<file path="config.mk">
export PLATFORM = sky130hd
export DESIGN_NAME = wdg_rst_ctrl
export DESIGN_NICKNAME = d
export VERILOG_FILES = /design/src/rtl/wdg_pkg.sv /design/src/rtl/wb_reg_slave.sv /design/src/rtl/wdg_rst_ctrl.sv
export SDC_FILE = /design/constraint.sdc
export NUM_CORES = 1
export LEC_CHECK = 0
export BUFFER_PORTS_ARGS = -buffer_cell sky130_fd_sc_hd__buf_2
export CAP_MARGIN = 0
export CORE_MARGIN = 4
export CORE_UTILIZATION = 43
export CTS_CLUSTER_SIZE = 16
export DETAILED_ROUTE_END_ITERATION = 16
export PLACE_DENSITY = 0.76
export SLEW_MARGIN = 20
export SYNTH_ARGS = -nofsm -noshare
export SYNTH_HDL_FRONTEND = slang
export SYNTH_SLANG_ARGS = --single-unit
</file>
<file path="constraint.sdc">
create_clock -name clk_m2s -period 1.7 [get_ports clk_m2s]
set_clock_uncertainty 0.2 [all_clocks]
set_input_delay 0.255 -clock clk_m2s [delete_from_list [all_inputs] [get_ports clk_m2s]]
set_output_delay 0.255 -clock clk_m2s [all_outputs]
set_load 0.05 [all_outputs]
</file>
<file path="src/rtl/wdg_pkg.sv">
// Shared constants for the watchdog family: register map, CSR bit positions,
// reset-controller FSM states and the IWDG start key.
package wdg_pkg;

    localparam logic [31:0] OFF_RST_CSR = 32'h0000_0000;
    localparam logic [31:0] OFF_RST_LEN = 32'h0000_0004;
    localparam logic [31:0] OFF_RST_CNT = 32'h0000_0008;

    localparam logic [1:0] REG_CSR = 2'd0;
    localparam logic [1:0] REG_LEN = 2'd1;
    localparam logic [1:0] REG_CNT = 2'd2;

    localparam int CSR_IWDGRSTF = 0;
    localparam int CSR_WWDGRSTF = 1;
    localparam int CSR_SFTRSTF  = 2;
    localparam int CSR_PORRSTF  = 3;
    localparam int CSR_RMVF     = 24;
    localparam int CSR_SWRST    = 31;

    localparam int LEN_RST_DEF = 16;

    localparam logic [15:0] IWDG_KEY_START = 16'hCCCC;

    typedef enum logic [1:0] {
        ST_IDLE   = 2'd0,
        ST_ASSERT = 2'd1,
        ST_HOLD   = 2'd2
    } rst_state_e;

endpackage

</file>
<file path="src/rtl/wb_reg_slave.sv">
// Wishbone slave for a three-register block: address decode, single-cycle
// registered ack/err, registered read mux, and a write strobe aligned with ack.
module wb_reg_slave
    import wdg_pkg::*;
#(
    parameter logic [31:0] BASE_ADR = 32'h0100_0100
) (
    input  logic        clk_i,
    input  logic        rst_i,
    input  logic [31:0] adr_i,
    input  logic [31:0] dat_i,
    input  logic        cyc_i,
    input  logic        stb_i,
    input  logic        we_i,
    input  logic [31:0] rd_csr_i,
    input  logic [31:0] rd_len_i,
    input  logic [31:0] rd_cnt_i,
    output logic [31:0] dat_o,
    output logic        ack_o,
    output logic        err_o,
    output logic        rty_o,
    output logic        wr_o,
    output logic [1:0]  wr_idx_o,
    output logic [31:0] wr_dat_o
);

    logic        ack_q, err_q, wr_q;
    logic [1:0]  wr_idx_q;
    logic [31:0] wr_dat_q, dat_q;
    logic        req_s, hit_s;
    logic [1:0]  idx_s;
    logic [31:0] rdat_s;

    // A held strobe is answered only once: the cycle after a termination is a gap.
    assign req_s = cyc_i & stb_i & ~ack_q & ~err_q;

    // Address decode and read data selection.
    always_comb begin
        hit_s  = 1'b1;
        idx_s  = REG_CSR;
        rdat_s = 32'h0000_0000;
        case (adr_i)
            BASE_ADR + OFF_RST_CSR: begin idx_s = REG_CSR; rdat_s = rd_csr_i; end
            BASE_ADR + OFF_RST_LEN: begin idx_s = REG_LEN; rdat_s = rd_len_i; end
            BASE_ADR + OFF_RST_CNT: begin idx_s = REG_CNT; rdat_s = rd_cnt_i; end
            default:                begin hit_s = 1'b0; end
        endcase
    end

    // Termination, read data and write strobe registers.
    always_ff @(posedge clk_i) begin
        if (rst_i) begin
            ack_q    <= 1'b0;
            err_q    <= 1'b0;
            wr_q     <= 1'b0;
            wr_idx_q <= REG_CSR;
            wr_dat_q <= 32'h0000_0000;
            dat_q    <= 32'h0000_0000;
        end else begin
            ack_q    <= req_s & hit_s;
            err_q    <= req_s & ~hit_s;
            wr_q     <= req_s & hit_s & we_i;
            wr_idx_q <= idx_s;
            wr_dat_q <= dat_i;
            dat_q    <= (req_s & hit_s & ~we_i) ? rdat_s : 32'h0000_0000;
        end
    end

    assign dat_o    = dat_q;
    assign ack_o    = ack_q;
    assign err_o    = err_q;
    assign rty_o    = 1'b0;
    assign wr_o     = wr_q;
    assign wr_idx_o = wr_idx_q;
    assign wr_dat_o = wr_dat_q;

endmodule

</file>
<file path="src/rtl/wdg_rst_ctrl.sv">
// Reset controller behind the watchdogs: turns IWDG/WWDG/software requests into a
// stretched system reset and keeps sticky cause flags plus an event counter.
module wdg_rst_ctrl
    import wdg_pkg::*;
#(
    parameter int          GRL      = 1,
    parameter logic [31:0] BASE_ADR = 32'h0100_0100,
    parameter int          LEN_W    = 8,
    parameter int          CNT_W    = 8,
    parameter int          LEN_RST  = LEN_RST_DEF
) (
    input  logic           clk_m2s,
    input  logic           rst_m2s,
    input  logic [31:0]    dat_m2s,
    input  logic [31:0]    adr_m2s,
    input  logic [GRL:0]   sel_m2s,
    input  logic           cyc_m2s,
    input  logic           stb_m2s,
    input  logic           we_m2s,
    input  logic           lok_m2s,
    input  logic           rst_iwdg,
    input  logic           rst_wwdg,
    output logic [31:0]    dat_s2m,
    output logic           ack_s2m,
    output logic           err_s2m,
    output logic           rty_s2m,
    output logic           sys_rst
);

    logic             wr_s;
    logic [1:0]       wr_idx_s;
    logic [31:0]      wr_dat_s;
    logic             unused_s;

    logic             iwdg_s1_q, iwdg_s2_q, wwdg_s1_q, wwdg_s2_q;
    logic [3:0]       flags_q, flags_d;
    logic [CNT_W-1:0] cnt_q, cnt_d;
    logic [LEN_W-1:0] len_q, len_d;
    logic [LEN_W-1:0] dcnt_q, dcnt_d;
    rst_state_e       state_q, state_d;
    logic             sys_rst_q;

    logic             iw_evt_s, ww_evt_s, sw_evt_s, rmv_s, evt_s, level_s;
    logic [LEN_W-1:0] load_s;

    assign unused_s = ^{sel_m2s, lok_m2s, wr_dat_s};

    wb_reg_slave #(.BASE_ADR(BASE_ADR)) u_slave (
        .clk_i    (clk_m2s),
        .rst_i    (rst_m2s),
        .adr_i    (adr_m2s),
        .dat_i    (dat_m2s),
        .cyc_i    (cyc_m2s),
        .stb_i    (stb_m2s),
        .we_i     (we_m2s),
        .rd_csr_i ({28'h000_0000, flags_q}),
        .rd_len_i ({{(32-LEN_W){1'b0}}, len_q}),
        .rd_cnt_i ({{(32-CNT_W){1'b0}}, cnt_q}),
        .dat_o    (dat_s2m),
        .ack_o    (ack_s2m),
        .err_o    (err_s2m),
        .rty_o    (rty_s2m),
        .wr_o     (wr_s),
        .wr_idx_o (wr_idx_s),
        .wr_dat_o (wr_dat_s)
    );

    assign iw_evt_s = iwdg_s1_q & ~iwdg_s2_q;
    assign ww_evt_s = wwdg_s1_q & ~wwdg_s2_q;
    assign sw_evt_s = wr_s & (wr_idx_s == REG_CSR) & wr_dat_s[CSR_SWRST];
    assign rmv_s    = wr_s & (wr_idx_s == REG_CSR) & wr_dat_s[CSR_RMVF];
    assign evt_s    = iw_evt_s | ww_evt_s | sw_evt_s;
    assign level_s  = iwdg_s1_q | wwdg_s1_q;
    assign load_s   = (len_q == {LEN_W{1'b0}}) ? LEN_W'(1) : len_q;

    // Cause flags, event counter and length register next-state.
    always_comb begin
        flags_d = flags_q & ~{4{rmv_s}};
        flags_d = flags_d | {1'b0, sw_evt_s, ww_evt_s, iw_evt_s};
        cnt_d   = cnt_q;
        len_d   = len_q;
        if (rmv_s) begin
            cnt_d = evt_s ? CNT_W'(1) : {CNT_W{1'b0}};
        end else if (evt_s && (cnt_q != {CNT_W{1'b1}})) begin
            cnt_d = cnt_q + CNT_W'(1);
        end else begin
            cnt_d = cnt_q;
        end
        if (wr_s && (wr_idx_s == REG_LEN)) begin
            len_d = wr_dat_s[LEN_W-1:0];
        end else begin
            len_d = len_q;
        end
    end

    // Reset-pulse FSM: any new event (re)loads the stretch counter.
    always_comb begin
        state_d = state_q;
        dcnt_d  = dcnt_q;
        case (state_q)
            ST_IDLE: begin
                if (evt_s) begin
                    state_d = ST_ASSERT;
                    dcnt_d  = load_s;
                end else begin
                    state_d = ST_IDLE;
                end
            end
            ST_ASSERT: begin
                if (evt_s) begin
                    dcnt_d = load_s;
                end else if (dcnt_q == LEN_W'(1)) begin
                    state_d = level_s ? ST_HOLD : ST_IDLE;
                end else begin
                    dcnt_d = dcnt_q - LEN_W'(1);
                end
            end
            ST_HOLD: begin
                if (evt_s) begin
                    state_d = ST_ASSERT;
                    dcnt_d  = load_s;
                end else if (!level_s) begin
                    state_d = ST_IDLE;
                end else begin
                    state_d = ST_HOLD;
                end
            end
            default: begin
                state_d = ST_IDLE;
            end
        endcase
    end

    // State registers; edge history clears so a request high at release is seen.
    always_ff @(posedge clk_m2s) begin
        if (rst_m2s) begin
            iwdg_s1_q <= 1'b0;
            iwdg_s2_q <= 1'b0;
            wwdg_s1_q <= 1'b0;
            wwdg_s2_q <= 1'b0;
            flags_q   <= 4'b1000;
            cnt_q     <= {CNT_W{1'b0}};
            len_q     <= LEN_W'(LEN_RST);
            dcnt_q    <= {LEN_W{1'b0}};
            state_q   <= ST_IDLE;
            sys_rst_q <= 1'b0;
        end else begin
            iwdg_s1_q <= rst_iwdg;
            iwdg_s2_q <= iwdg_s1_q;
            wwdg_s1_q <= rst_wwdg;
            wwdg_s2_q <= wwdg_s1_q;
            flags_q   <= flags_d;
            cnt_q     <= cnt_d;
            len_q     <= len_d;
            dcnt_q    <= dcnt_d;
            state_q   <= state_d;
            sys_rst_q <= (state_d != ST_IDLE);
        end
    end

    assign sys_rst = sys_rst_q;

endmodule
</file>
==> reports/metrics.yaml, run 1 <==
yosys:
  yosysWarnings: 0
  synth_area_leaders: "dfxtp_1 44%, mux2i_1 7.5%, buf_4 7.1%"
  synth_cell_type_count: 48
  synth_top_area_share_pct: 43.8
  synth_cells: 290
  synth-async-reset-ratio_pct: 0
  synth-seq-cells: 58
  synth_area_um2: 2650
  synth_edf_count: 0
  syn_area_per_cell_um2: 9.15
  synth_top_cell_by_area: "dfxtp_1"
  ys.flop_type: "dfxtp_1"
  ys_seq_area_share_pct: 43.8
run_status:
  status: "complete, but fails checks"
  violations: "negative setup slack"
die:
  die_y_um: 86.5
  rows: 28
  initial_utilization_pct: 44.5
  die_area_um2: 7490
  die_w_um: 86.5
  num_io_pins: 110
  core_um2: 5960
clock_tree:
  clockBufferDepth: 2
  cts_sinks: 58
  cts_tree: "done"
  h-tree-depth: 3
  cts.clk_slew.worst_paths_ns: 0.07
  clock_latency_ns: 0.35
  cts-root-buf: "clkbuf_8"
  cts_buffers: 9
route:
  wl_per_cell_um: 14.9
  ant_nets: 0
  avgViaCountPerCell: 5.26
  wirelength_mm: 7.32
  num_vias: 2589
  drc_errors: 0
  first_pass_iters: 5
  drt_iter0_markers: 241
finish:
  stdcell_count: 492
  area_growth_pct: 43.2
  finalNetCount: 489
  multi_input_area_um2: 1460
  diodes: 0
  final_area_um2: 3800
  layout-drive-gt1-share_pct: 36.5
  fin_util_pct: 63.8
  fillers: 472
  regArea_um2: 1170
sta:
  hold_viol: 0
  rsz0062_at_grt: "yes"
  final-max-slew-violation-count: 0
  final-setup-viol-count: 16
  max_freq_mhz: 533
  period_needed_ns: 1.88
  fin_crit_sh_pct: 110
  setup_ws_ns: -0.177
  fin_setup_tns_ns: -1.34
pwr:
  irDropWorstVdd_v: 0.000582
  leakagePower_nw: 1.72
  powerDensity_nw_per_um2: 893
setup_path:
  arrival_ns: 1.91
  required_ns: 1.73
  cp_max_fo: 4
  path_buf_inv: 0
  start_kind: "register"
  endpoint_kind: "register"
  path_cells: "or4_4, or3b_1, a21oi_2, o32ai_1"
  critPathSlowestCell: "or4_4"
  crit_family: "simple AND/OR/NAND/NOR gates"
  slowest_delay_ns: 0.57
  path_class: "register to register"
global_route:
  grt_pass1_vias: 2384
  grt_max_degree: 29
  antenna_found_initial: 0
  grt_usage_pct: 18.8
  grt_pass1_wl_mm: 10.7
  overflow: 0
placed_design:
  postPlaceCellArea_um2: 3240
  gp_congestion: 0.905
  hpwl_mm: 5.04
  io_buffers: 59
  place_ws_ns: -0.191
  placedCellCount: 456
flow_run:
  max_cap_violations: 0
hold_path:
  min_path_type: "input port to register"
-- final timing paths --
path | startpoint | endpoint | slack (ns) | cells past startpoint
hold reg to reg | u_slave.wr_dat_o[4]$_SDFF_PP0_ | len_q[4]$_SDFFE_PP1P_ | 0.25 | 2
setup / recovery | dcnt_q[3]$_SDFFE_PP0P_ | dcnt_q[6]$_SDFFE_PP0P_ | -0.18 | 4
setup reg to reg | dcnt_q[3]$_SDFFE_PP0P_ | dcnt_q[6]$_SDFFE_PP0P_ | -0.18 | 4
hold / removal | adr_m2s[3] | u_slave.err_o$_SDFF_PP0_ | 0.07 | 3
-- sequential cells by signal, summed over array words and instances (netlist names), 2 cells and up --
name	count
u_slave.dat_o	8
u_slave.wr_idx_o	2
len_q	8
u_slave.wr_dat_o	10
dcnt_q	8
flags_q	4
cnt_q	8
state_q	2
-- synthesized netlist by cell type (2+ instances only) --
cell type and instances:
a21oi_1 15, a22oi_1 4, a311oi_1 2, and3_1 2, buf_4 25, clkbuf_1 7
dfxtp_1 58, ha_1 3, inv_1 10, mux2i_1 20, nand2_1 11, nand2b_1 2
nand3_1 7, nand4_1 5, nand4bb_1 2, nor2_1 21, nor2b_1 22, nor3_1 11
nor4_1 9, nor4b_1 4, o211ai_1 3, o21ai_0 6, o22ai_1 5, o31ai_1 3
o32ai_1 3, o41ai_1 2, or3_1 4, or4_1 4
-- routing by layer --
layer	share of wire, %	up-vias	global-route usage, %
li1	-	1245	-
met1	40	1183	21.7
met2	47	133	30.9
met3	10	28	6.27
met4	3.4	0	9.21
met5	0	-	0
-- layout make-up --
cell class                      instances  area share, %
Clock inverter                          4           1.32
Multi-Input combinational cell        211           38.5
Sequential cell                        58           30.7
Clock buffer                           12           4.08
Tap cell                               75           2.47
Timing Repair Buffer                  122           21.9
Inverter                               10          0.988
-- worst register-to-register path, delay by kind of cell, from the launching register on --
kind	cells	cell delay, ns
flops	1	0.32
simple gates	2	1.00
compound gates	2	0.24
-- what timing repair did --
item / CTS / global route
pin swaps: 15 / 14
gates resized for setup: 19 / 16
endpoints found under the setup margin: 16 / 19
endpoints found under the hold margin: 14 / 0
setup buffers: 6 / 1
hold buffers: 14 / 0
-- kinds of logic after synthesis --
group | share of synthesized area, %
compound gates | 12.6
fa+ha+maj | 1.42
buf+inv | 10.0
flops | 43.8
mux | 7.55
other cells | 0.141
simple gates | 24.5
-- placed cells by master, fill, tap and decap left out, types with 3 or more instances in the layout --
cell	synthesis	final
ha_1	3	3
nor4b_1	4	4
buf_6	0	4
nor2_1	21	21
inv_1	10	9
nor3_1	11	11
a22oi_1	4	4
dfxtp_2	0	5
dfxtp_1	58	53
a21oi_1	15	13
nor2b_1	22	20
clkbuf_8	0	11
or3_1	4	3
mux2i_1	20	20
or4_1	4	3
o211ai_1	3	3
buf_4	25	44
nand2_1	11	11
nor4_1	9	9
o21ai_0	6	3
nand4_1	5	5
conb_1	1	25
dlygate4sd3_1	0	14
buf_2	1	59
nand3_1	7	7
o22ai_1	5	5
-- stage by stage --
step,total power [W],hold WS (ns)
final,0.00339,0.0722
after global routing,0.00350,0.102
after CTS,0.00337,0.0402
after detailed placement,0.00199,0.237
after global placement,0.00199,0.227
after floorplan,0.00184,0.183
-- where the power goes --
part	switching [W]	total [W]	internal, W
Clock	0.000559	0.00131	0.000754
Combinational	0.000371	0.000648	0.000277
Sequential	0.0000267	0.00143	0.00140
Total	0.000957	0.00339	0.00244
(Power assumes the default switching activity.)
==> inputs of run 2 (changes only) <==
--- a/config.mk
+++ b/config.mk
@@ -8,10 +8,10 @@
 export BUFFER_PORTS_ARGS = -buffer_cell sky130_fd_sc_hd__buf_2
 export CAP_MARGIN = 0
 export CORE_MARGIN = 4
-export CORE_UTILIZATION = 43
+export CORE_UTILIZATION = 51
 export CTS_CLUSTER_SIZE = 16
 export DETAILED_ROUTE_END_ITERATION = 16
-export PLACE_DENSITY = 0.76
+export PLACE_DENSITY = 0.84
 export SLEW_MARGIN = 20
 export SYNTH_ARGS = -nofsm -noshare
 export SYNTH_HDL_FRONTEND = slang
==> constraint.sdc (replaced) <==
create_clock -name clk_m2s -period 2.3 [get_ports clk_m2s]
set_clock_uncertainty 0.2 [all_clocks]
set_input_delay 0.345 -clock clk_m2s [delete_from_list [all_inputs] [get_ports clk_m2s]]
set_output_delay 0.345 -clock clk_m2s [all_outputs]
set_load 0.05 [all_outputs]
==> run 2 against run 1 <==
Effect of this change:
- the flow now finishes without violations
- die area is 14% lower
- total power fell by 27%
- fmax fell by 9.9%
- flip-flop and latch count is the same
- clock power down 18%
- critical path depth did not move
- routed wire length down 18%
- combinational power fell by 48%
- utilization rose by 1.8 points
- largest power group is now the clock network
==> reports/metrics.yaml, run 2 (synthesis gave the netlist of run 1 again) <==
run_status:
  status: "complete, no violations"
clock_tree:
  clockBufferDepth: 2  # unchanged
  cts_buffers: 9  # unchanged
  cts_sinks: 58  # unchanged
  cts_resized: 0  # -19
  cts.clk_slew.worst_paths_ns: 0.06  # about the same
  cts_tree: "done"
  clock_latency_ns: 0.33  # -0.02 ns
  cts-root-buf: "clkbuf_8"
  h-tree-depth: 3  # unchanged
placed_design:
  hpwl_mm: 4.47  # -11%
  postPlaceCellArea_um2: 2920  # -9.8%
  io_buffers: 59  # unchanged
  gp_congestion: 0.899  # -0.70%
  placedCellCount: 409  # -10%
route:
  first_pass_iters: 4  # -1
  wirelength_mm: 6.03  # -18%
  avgViaCountPerCell: 5.44  # +3.4%
  num_vias: 2334  # -9.8%
  ant_nets: 0  # unchanged
  drc_errors: 0  # unchanged
  wl_per_cell_um: 14.1  # -5.4%
  drt_iter0_markers: 219  # -9.1%
finish:
  fillers: 399  # -15%
  final_cell_mix: "59 x buf_2, 58 x dfxtp_1, 25 x conb_1"
  stdcell_count: 429  # -13%
  area_growth_pct: 20.7
  finalNetCount: 434  # -11%
  largest_reg_flops: 10  # unchanged
  layout-drive-gt1-share_pct: 23.2  # -13 points
  diodes: 0  # unchanged
  final_common_cell: "buf_2"
  final_area_um2: 3200  # -16%
setup_path:
  arrival_ns: 2.09  # +0.18 ns
  path_class: "register to register"
  cp_max_fo: 7  # +3
  required_ns: 2.31  # +0.58 ns
  endpoint_kind: "register"
  start_kind: "register"
sta:
  holdWs_ns: 0.0193  # -0.0529 ns
  worst_pin_slew_ns: 0.527
  rsz0062_at_grt: "no"
  final-setup-viol-count: 0  # -16
  period_needed_ns: 2.08  # +0.206 ns
  fin_crit_sh_pct: 90.6  # -20 points
  fin_setup_tns_ns: 0  # +1.34 ns
  hold_viol: 0  # unchanged
  final-max-slew-violation-count: 0  # unchanged
  relSlewSlack_pct: 64.8
  max_freq_mhz: 480  # -9.9%
die:
  die_area_um2: 6420  # -14%
  die_w_um: 80.1  # -7.4%
  core_um2: 4880  # -18%
  initial_utilization_pct: 54.4  # +9.8 points
  num_io_pins: 110  # unchanged
  rows: 25  # -11%
  die_y_um: 80.1  # -7.4%
hold_path:
  min_path_type: "input port to register"
global_route:
  grt_max_degree: 30  # +3.4%
  overflow: 0  # unchanged
  antenna_found_initial: 0  # unchanged
  grt_pass1_vias: 2000  # -16%
  grt_usage_pct: 19.3  # +0.55 points
  grt_pass1_wl_mm: 9.25  # -14%
flow_run:
  max_cap_violations: 0  # unchanged
pwr:
  leakagePower_nw: 1.43  # -17%
  irDropWorstVdd_v: 0.000475  # -18%
  powerDensity_nw_per_um2: 775  # -13%
[run 2: cell count changes in the layout (fill, tap and decap cells not counted), sizes merged]
cell         delta
bufinv          +1
dlygate4sd3    -10
buf            -45
clkinvlp        -1
[run 2: final timing paths]
check,from,to,slack [ns],cells after the start
worst min register to register,u_slave.wr_dat_o[4]$_SDFF_PP0_,len_q[4]$_SDFFE_PP1P_,0.25,2
worst min-delay path,rst_iwdg,iwdg_s1_q$_SDFF_PP0_,0.02,2
worst max-delay path,dcnt_q[2]$_SDFFE_PP0P_,dcnt_q[6]$_SDFFE_PP0P_,0.22,4
worst max register to register,dcnt_q[2]$_SDFFE_PP0P_,dcnt_q[6]$_SDFFE_PP0P_,0.22,4
[run 2: final cells by class]
type	instances	area, um2	area share [%]
Multi-Input combinational cell	211	1320	41.1
Clock inverter	4	72.6	2.27
Timing Repair Buffer	67	365	11.4
Sequential cell	58	1160	36.3
Tap cell	67	83.8	2.62
Clock buffer	12	165	5.16
Inverter	10	37.5	1.17
[run 2: power breakdown]
group          leakage (nW)  internal [W]  switching, W
Sequential            0.473       0.00104     0.0000262
Combinational         0.839      0.000114      0.000223
Clock                 0.119      0.000696      0.000385
Total                  1.43       0.00185      0.000634
[run 2: per-layer routing]
metal | part of all wire [%] | up-vias | track usage, % | wire, um
met5 | 0 | - | 0 | 0
met4 | 1.5 | 0 | 7.60 | 89
met3 | 12 | 10 | 7.85 | 749
met1 | 41 | 1047 | 22.4 | 2490
met2 | 45 | 136 | 31.5 | 2700
li1 | - | 1141 | - | -
[run 2: timing repair]
action,in CTS,in global routing
hold endpoints to repair,4,0
hold buffers,4,0
setup buffers,0,0
[run 2: per-stage QoR]
stage	utilization [%]	setup WS [ns]	total power [W]
after floorplan	-	0.415	0.00136
after global placement	59.9	0.291	0.00140
after detailed placement	59.9	0.275	0.00141
after CTS	65.6	0.254	0.00250
after global routing	65.6	0.0767	0.00259
final	65.6	0.217	0.00248
[run 2: critical path, stage by stage, from the launching register on]
cell,delay (ns)
dfxtp_1,0.36
or4_1,0.68
or3b_1,0.43
a21oi_1,0.19
o32ai_1,0.09
==> inputs of run 3 (changes only) <==
--- a/config.mk
+++ b/config.mk
@@ -12,6 +12,7 @@
 export CTS_CLUSTER_SIZE = 16
 export DETAILED_ROUTE_END_ITERATION = 16
 export PLACE_DENSITY = 0.84
+export SKIP_CTS_REPAIR_TIMING = 1
 export SLEW_MARGIN = 20
 export SYNTH_ARGS = -nofsm -noshare
 export SYNTH_HDL_FRONTEND = slang
==> constraint.sdc (replaced) <==
create_clock -name clk_m2s -period 2.6 [get_ports clk_m2s]
set_clock_uncertainty 0.2 [all_clocks]
set_input_delay 0.39 -clock clk_m2s [delete_from_list [all_inputs] [get_ports clk_m2s]]
set_output_delay 0.39 -clock clk_m2s [all_outputs]
set_load 0.05 [all_outputs]
==> run 3 against run 2 <==
Effect of this change:
- total power down 19%
- design area decreased by 3.4%
- first-iteration DRC count fell by 11%
- setup slack better by 0.14 ns
- flip-flop and latch count stayed put
- clock-buffer cell count did not move
- critical path type unchanged
- critical endpoint is now dcnt_q[4]$_SDFFE_PP0P_
- highest routed layer unchanged
==> reports/metrics.yaml, run 3 (synthesis gave the netlist of run 1 again) <==
run_status:
  status: "complete, no violations"
global_route:
  grt_max_degree: 30  # unchanged
  grt_pass1_wl_mm: 9.59  # +3.7%
  grt_pass1_vias: 2049  # +2.5%
  antenna_found_initial: 0  # unchanged
  grt_usage_pct: 19.5  # +0.19 points
  overflow: 0  # unchanged
route:
  num_vias: 2293  # -1.8%
  drt_iter0_markers: 194  # -11%
  drc_errors: 0  # unchanged
  wl_per_cell_um: 14.6  # +3.7%
  first_pass_iters: 4  # unchanged
  avgViaCountPerCell: 5.43  # -0.13%
  ant_nets: 0  # unchanged
  wirelength_mm: 6.16  # +2.1%
setup_path:
  required_ns: 2.63  # +0.32 ns
  path_class: "register to register"
  arrival_ns: 2.28  # +0.19 ns
  cp_max_fo: 9  # +2
  r2r_setup_slack_ns: 0.35  # +0.14 ns
  endpoint_kind: "register"
  start_kind: "register"
pwr:
  irDropWorstVdd_v: 0.000472  # -0.74%
  leakagePower_nw: 1.38  # -3.4%
  powerDensity_nw_per_um2: 653  # -16%
clock_tree:
  clockBufferDepth: 2  # unchanged
  cts_tree: "done"
  cts.clk_slew.worst_paths_ns: 0.06  # about the same
  cts_buffers: 9  # unchanged
  cts-root-buf: "clkbuf_8"
  h-tree-depth: 3  # unchanged
  clock_latency_ns: 0.33  # about the same
  cts_sinks: 58  # unchanged
sta:
  final-setup-viol-count: 0  # unchanged
  fin_setup_tns_ns: 0  # unchanged
  final-max-slew-violation-count: 0  # unchanged
  fin_crit_sh_pct: 86.4  # -4.2 points
  worst_pin_slew_ns: 0.635  # +0.108 ns
  relSlewSlack_pct: 57.2  # -7.6 points
  holdWs_ns: 0.0634  # +0.0441 ns
  hold_viol: 0  # unchanged
  max_freq_mhz: 445  # -7.2%
  rsz0062_at_grt: "no"
  period_needed_ns: 2.25  # +0.162 ns
finish:
  fillers: 395  # -1.0%
  largest_reg_flops: 10  # unchanged
  stdcell_count: 422  # -1.6%
  multi_input_area_um2: 1320  # unchanged
  finalNetCount: 428  # -1.4%
  area_growth_pct: 16.7
  final_area_um2: 3090  # -3.4%
  diodes: 0  # unchanged
  final_cell_mix: "59 x buf_2, 58 x dfxtp_1, 25 x conb_1"
  final_common_cell: "buf_2"
  layout-drive-gt1-share_pct: 22.3  # -0.95 points
  regArea_um2: 1160  # unchanged
die:
  rows: 25  # unchanged
  core_um2: 4880  # unchanged
  die_y_um: 80.1  # unchanged
  initial_utilization_pct: 54.4  # unchanged
  die_w_um: 80.1  # unchanged
  num_io_pins: 110  # unchanged
  die_area_um2: 6420  # unchanged
placed_design:
  postPlaceCellArea_um2: 2910  # -0.51%
  gp_congestion: 0.902  # +0.38%
  hpwl_mm: 4.52  # +0.98%
  io_buffers: 59  # unchanged
  placedCellCount: 407  # -0.49%
hold_path:
  min_path_type: "input port to register"
flow_run:
  max_cap_violations: 0  # unchanged
run 3: per-layer routing:
metal  wire length (um)  track usage [%]
met5                  0                0
met4                 62             6.76
met3                763             8.41
met2               2800             30.9
met1               2530             23.6
run 3: path summary, 6_finish.rpt:
kind,start,endpoint,depth (start not counted)
setup / recovery,u_slave.wr_idx_o[0]$_SDFF_PP0_,dcnt_q[4]$_SDFFE_PP0P_,4
setup reg to reg,u_slave.wr_idx_o[0]$_SDFF_PP0_,dcnt_q[4]$_SDFFE_PP0P_,4
hold reg to reg,flags_q[3]$_SDFF_PP1_,flags_q[3]$_SDFF_PP1_,2
hold / removal,dat_m2s[1],u_slave.wr_dat_o[1]$_SDFF_PP0_,2
run 3: stage by stage:
step	utilization [%]	worst slack (ns)	total power, W
3_5_place_dp	59.6	0.453	0.00125
5_1_grt	63.4	0.187	0.00211
3_3_place_gp	59.6	0.522	0.00124
6_report	63.4	0.355	0.00202
4_1_cts	63.4	0.431	0.00203
2_1_floorplan	-	0.715	0.00120
run 3: layout make-up:
class	count	share of cell area (%)
tap	67	2.71
sequential	58	37.5
timing repair buffer	61	10.0
inverter	10	1.21
multi-input combinational	211	42.5
clock inverter	3	1.29
clock buffer	12	4.69
run 3: power breakdown:
part,switching [W],total [W],internal (W)
clock,0.000329,0.000790,0.000460
sequential,0.0000233,0.000942,0.000918
combinational,0.000195,0.000289,0.0000939
total,0.000548,0.00202,0.00147
run 3: worst max-delay path, stage by stage, from the launching register on:
cell      delay (ns)
dfxtp_1         0.43
and4bb_2        0.28
nor3_2          0.53
o21ai_0         0.37
o32ai_1         0.34
